$ cat config.mk
export PLATFORM = sky130hd
export DESIGN_NAME = upc_key_entry_flat
export DESIGN_NICKNAME = d
export VERILOG_FILES = /design/src/rtl/upc_key_entry_if.sv /design/src/rtl/upc_key_entry.sv /design/src/flat_wrapper.sv
export SDC_FILE = /design/constraint.sdc
export NUM_CORES = 1
export LEC_CHECK = 0
export BUFFER_PORTS_ARGS = -buffer_cell sky130_fd_sc_hd__buf_2
export CAP_MARGIN = 20
export CORE_MARGIN = 2
export CORE_UTILIZATION = 60
export CTS_BUF_LIST = sky130_fd_sc_hd__clkbuf_2
export CTS_CLUSTER_SIZE = 20
export DETAILED_ROUTE_END_ITERATION = 8
export PLACE_DENSITY = 0.92
export SETUP_SLACK_MARGIN = 0.5
export SLEW_MARGIN = 20
export SYNTH_ARGS = -nofsm -noshare
export SYNTH_HDL_FRONTEND = slang
export SYNTH_SLANG_ARGS = --single-unit
$ cat constraint.sdc
create_clock -name clk -period 2.85 [get_ports clk]
set_input_delay 0.4275 -clock clk [delete_from_list [all_inputs] [get_ports clk]]
set_output_delay 0.4275 -clock clk [all_outputs]
set_load 0.005 [all_outputs]
$ cat src/rtl/upc_key_entry_if.sv
// Committed-code handshake between the key-entry block and its consumer.
interface upc_key_entry_if;
  logic [3:0] out_data;
  logic       out_valid;
  logic       out_ready;

  modport master (output out_data, output out_valid, input out_ready);
  modport slave  (input out_data, input out_valid, output out_ready);
endinterface

$ cat src/rtl/upc_key_entry.sv
// Pushbutton code entry: sync + debounce + press detect on three KEYs,
// modular edit code, and a valid/ready commit port with overflow flag.
module upc_key_entry #(
  parameter int unsigned DEBOUNCE_CYCLES = 4,
  parameter int unsigned MAX_CODE        = 9
) (
  input  logic                   clk,
  input  logic                   reset,
  input  logic                   key_inc_n,
  input  logic                   key_dec_n,
  input  logic                   key_commit_n,
  output logic [3:0]             code,
  output logic                   overflow,
  upc_key_entry_if.master        down
);

  localparam int unsigned NKEY   = 3;
  localparam int unsigned CW     = (DEBOUNCE_CYCLES > 1) ? $clog2(DEBOUNCE_CYCLES) : 1;
  localparam int unsigned KI_INC = 0;
  localparam int unsigned KI_DEC = 1;
  localparam int unsigned KI_CMT = 2;

  logic [NKEY-1:0] raw_n;
  logic [NKEY-1:0] sync1;
  logic [NKEY-1:0] sync2;
  logic [NKEY-1:0] deb;
  logic [NKEY-1:0] ev;
  logic [CW-1:0]   cnt [NKEY];
  logic [3:0]      code_nxt;
  logic            accept;

  assign raw_n  = {key_commit_n, key_dec_n, key_inc_n};
  assign accept = down.out_valid & down.out_ready;

  // Synchronize, debounce and register a one-cycle pulse on each accepted press.
  always_ff @(posedge clk or posedge reset) begin
    if (reset) begin
      sync1 <= '1;
      sync2 <= '1;
      deb   <= '1;
      ev    <= '0;
      for (int i = 0; i < NKEY; i++) cnt[i] <= '0;
    end else begin
      sync1 <= raw_n;
      sync2 <= sync1;
      for (int i = 0; i < NKEY; i++) begin
        ev[i] <= 1'b0;
        if (sync2[i] == deb[i]) begin
          cnt[i] <= '0;
        end else if (cnt[i] == CW'(DEBOUNCE_CYCLES - 1)) begin
          deb[i] <= sync2[i];
          cnt[i] <= '0;
          // Only a released-to-pressed transition is an event.
          ev[i]  <= deb[i];
        end else begin
          cnt[i] <= cnt[i] + 1'b1;
        end
      end
    end
  end

  // Modular edit arithmetic; coincident inc and dec cancel.
  always_comb begin
    code_nxt = code;
    if (ev[KI_INC] && !ev[KI_DEC]) begin
      code_nxt = (code == 4'(MAX_CODE)) ? 4'd0 : code + 4'd1;
    end else if (ev[KI_DEC] && !ev[KI_INC]) begin
      code_nxt = (code == 4'd0) ? 4'(MAX_CODE) : code - 4'd1;
    end
  end

  // Edit code register and commit handshake; a commit captures the pre-edit code.
  always_ff @(posedge clk or posedge reset) begin
    if (reset) begin
      code           <= 4'd0;
      down.out_data  <= 4'd0;
      down.out_valid <= 1'b0;
      overflow       <= 1'b0;
    end else begin
      code     <= code_nxt;
      overflow <= 1'b0;
      if (ev[KI_CMT]) begin
        if (!down.out_valid || accept) begin
          down.out_data  <= code;
          down.out_valid <= 1'b1;
        end else begin
          overflow <= 1'b1;
        end
      end else if (accept) begin
        down.out_valid <= 1'b0;
      end
    end
  end

endmodule
$ cat src/flat_wrapper.sv
// flat-port wrapper written by rule: the top's interface ports become plain ports
module upc_key_entry_flat 
#(
  parameter int unsigned DEBOUNCE_CYCLES = 4,
  parameter int unsigned MAX_CODE        = 9
)
  (clk, reset, key_inc_n, key_dec_n, key_commit_n, code, overflow, down_out_data, down_out_valid, down_out_ready);
  upc_key_entry_if down_i ();
  input  logic clk;
  input  logic reset;
  input  logic key_inc_n;
  input  logic key_dec_n;
  input  logic key_commit_n;
  output logic [3:0] code;
  output logic overflow;
  output wire logic [$bits(down_i.out_data)-1:0] down_out_data;
  output wire logic [$bits(down_i.out_valid)-1:0] down_out_valid;
  input wire logic [$bits(down_i.out_ready)-1:0] down_out_ready;
  assign down_out_data = down_i.out_data;
  assign down_out_valid = down_i.out_valid;
  assign down_i.out_ready = down_out_ready;
  upc_key_entry #(.DEBOUNCE_CYCLES(DEBOUNCE_CYCLES), .MAX_CODE(MAX_CODE)) u_core (.clk(clk), .reset(reset), .key_inc_n(key_inc_n), .key_dec_n(key_dec_n), .key_commit_n(key_commit_n), .code(code), .overflow(overflow), .down(down_i));
endmodule
==> results.txt <==
Max_slew headroom: 67.6%
Max-Cap Viols: 0
RSZ-0062 raised after global routing: false
Post-synth ARST share: 100%
Cell variety after synth: 29
Iteration-0 DRC Markers: 12
FF-to-FF path depth: 4
Sequential share of the synthesized area: 62.5%
Net Switching: 314 uW
First-pass GRT wire length: 2490 um
Hold_buf cts: 0
# H-tree levels: 1
CTS root buf: clkbuf_2
Outcome: finished, final reports clean
Clk pwr share: 13.2%
Largest cells by area after synthesis: dfrtp_1 42%, dfstp_2 21%, mux2_2 6.9%
Crit path cell chain: buf_2
Die area: 2260 sq um
Die H: 47.6 um
Least-Margin Pin Slew: 0.484 ns
ANT cells: 0
Initial core utilization: 64.6%
Post-synth EDFFs: 0
Worst setup EP type: primary output
Syn Inst Count: 85
Pleak: 0.000631 uW
Internal power: 712 uW
Area grow syn2layout: 10.3%
Ys flop type: dfrtp_1
Fin. max-slew vios: 0
Critical path type: reg -> out
Routed Antenna Nets: 0
Comb power frac: 26.8%
DRT Wirelength: 1540 um
Post-DP HPWL: 1100 um
Maximum VDD drop: 588 uV
TritonCTS clock tree: built
DRC violations left: 0
Mean Syn Cell Area: 13.4 sq um
Setup TNS: 0 ns
R2R setup slack: 1.40 ns
Peak Freq: 632 MHz
#FFs+latches synth: 28
Port Buffers: 15
Register area: 712 sq um
Final setup skew: 0.0184 ns
Post-Syn Nets: 95
Arrival @ worst endpoint: 1.15 ns
Share of cells above drive strength 1: 37.3%
Sw Share: 30.6%
FP Rows: 15
Setup crit start kind: register
Max stage delay on crit path: 0.64 ns
Avg WL per Cell: 12.1 um
Worst path slowest cell: dfrtp_1
Clock latency on the worst-skew pair: 0.33 ns
Pre-antenna DRT Iters: 4
Via density: 5.35
Reg2reg start: u_core.ev[0]
CP top delay family: flip-flops
Sinks on Clock Net: 28
Routed vias: 679
Final hold vios: 0
Resized Gates After CTS: 0
Antenna violations before repair: 0
R2r endpoint: u_core.code[2]
Period utilisation layout: 55.5%
GP Congestion: 0.768
Crit path max fanout: 12
Final setup fails: 0
Clock buffer depth: 2
Clock slew at reported path FFs: 0.23 ns
Critical path buffers and inverters: 1
Layout fillers: 143
TritonCTS Buffers: 3
Setup fix buffers added after clock tree synthesis: 0
Pin count of the biggest net entering global routing: 29
Yosys Warn Count: 0
Worst min path class: in -> async
I/O pin count: 16
Post-synthesis cell area: 1140 sq um
Core footprint: 1760 sq um
Die extent in x: 47.6 um
Power per Cell Area: 816 nW/um^2
Gr ovfl total: 0
Area of the multi-input gates: 385 sq um
Share of the synthesized area in the top cell type: 41.7%
Nets@finish: 113
Minimum clock period: 1.58 ns
Largest area contributor in the netlist: dfrtp_1
GRT Overall Usage: 16.0%
Via count of the first global-routing pass: 602
Share of power burned in registers: 60.0%
Req. time, crit path: 2.42 ns
Power, Total: 1030 uW
-- worst max-delay path by stage --
stage | start | end | depth (start not counted)
global placement | reset | u_core.down.out_data[2] | 2
finish | u_core.code[0] | code[0] | 1
detailed placement | u_core.ev[0] | u_core.code[2] | 4
floorplan | u_core.ev[0] | u_core.code[3] | 4
global route | u_core.code[0] | code[0] | 1
CTS | u_core.code[0] | code[0] | 1
-- flip-flops by register name (all words and copies together), names as in the netlist --
| name | cells |
|---|---|
| u_core.cnt | 6 |
| u_core.code | 4 |
| u_core.down.out_data | 4 |
| u_core.deb | 3 |
| u_core.ev | 3 |
| u_core.sync1 | 3 |
| u_core.sync2 | 3 |
| u_core.down.out_valid | 1 |
| u_core.overflow | 1 |
-- cell type report --
cell class	count	share of cell area, %
sequential	28	56.6
multi-input combinational	49	30.6
timing repair buffer	16	7.16
tap	25	2.49
clock buffer	4	1.59
inverter	5	1.49
-- layout by cell type, fill, tap and decap left out --
cell       instances
a21boi_0           1
and3_2             1
xnor2_1            5
buf_2             15
a2111o_1           1
dfstp_2            9
nand3_1            1
o31ai_1            1
dfrtp_1           19
nor4b_1            1
nor2_1             3
and2b_2            1
ha_1               4
and3b_1            3
nand3b_1           1
a21oi_1            1
o211a_1            1
xor2_1             1
inv_1              4
a22oi_1            1
nand2_1            3
clkinv_1           1
buf_8              1
mux2_2             7
nor2b_1            3
nand2b_1           1
o2111ai_1          1
nor3_1             5
o21ai_0            2
clkbuf_2           4
-- layer usage --
layer  GRT usage [%]  share of wire (%)
met1            20.1                 44
met2            27.8                 50
met3            2.26                4.1
met4            6.49                1.2
met5               0                  0
-- stage by stage --
stage	cells	instance area, sq um	setup slack [ns]	util [%]	hold slack (ns)
global route	127	1260	1.16	71.3	0.00182
CTS	126	1240	1.25	70.4	0.135
finish	127	1260	1.27	71.3	0.00636
detailed placement	122	1220	1.50	69.3	0.348
global placement	122	1220	1.54	69.3	0.345
floorplan	85	1140	1.59	-	0.345
-- synth_stat cells (2+ instances only) --
cell type and count:
o21ai_0 2, mux2_2 7, nand2_1 3, nor2b_1 3, xnor2_1 5, nor2_1 3
and3b_1 3, dfrtp_1 19, inv_1 5, ha_1 4, dfstp_2 9, nor3_1 5
-- kinds of logic after synthesis --
family                   count (synthesis)  synth area share, %
flip-flops                              28                 62.5
AO/OA/AOI/OAI                            9                 5.93
multiplexers                             7                 6.92
AND/OR/NAND/NOR                         23                 12.0
adder cells (fa/ha/maj)                  4                 4.39
buffers and inverters                    8                 3.73
XOR/XNOR                                 6                 4.61
-- power by group through the flow --
stage / Combinational (uW) / Clock, uW / Sequential [uW]
after floorplan: 229 / 0 / 590
after global placement: 256 / 0 / 615
after detailed placement: 276 / 0 / 624
after CTS: 276 / 142 / 616
after global routing: 310 / 159 / 632
final: 274 / 136 / 615
No activity file was read; power rests on OpenSTA's default activity.
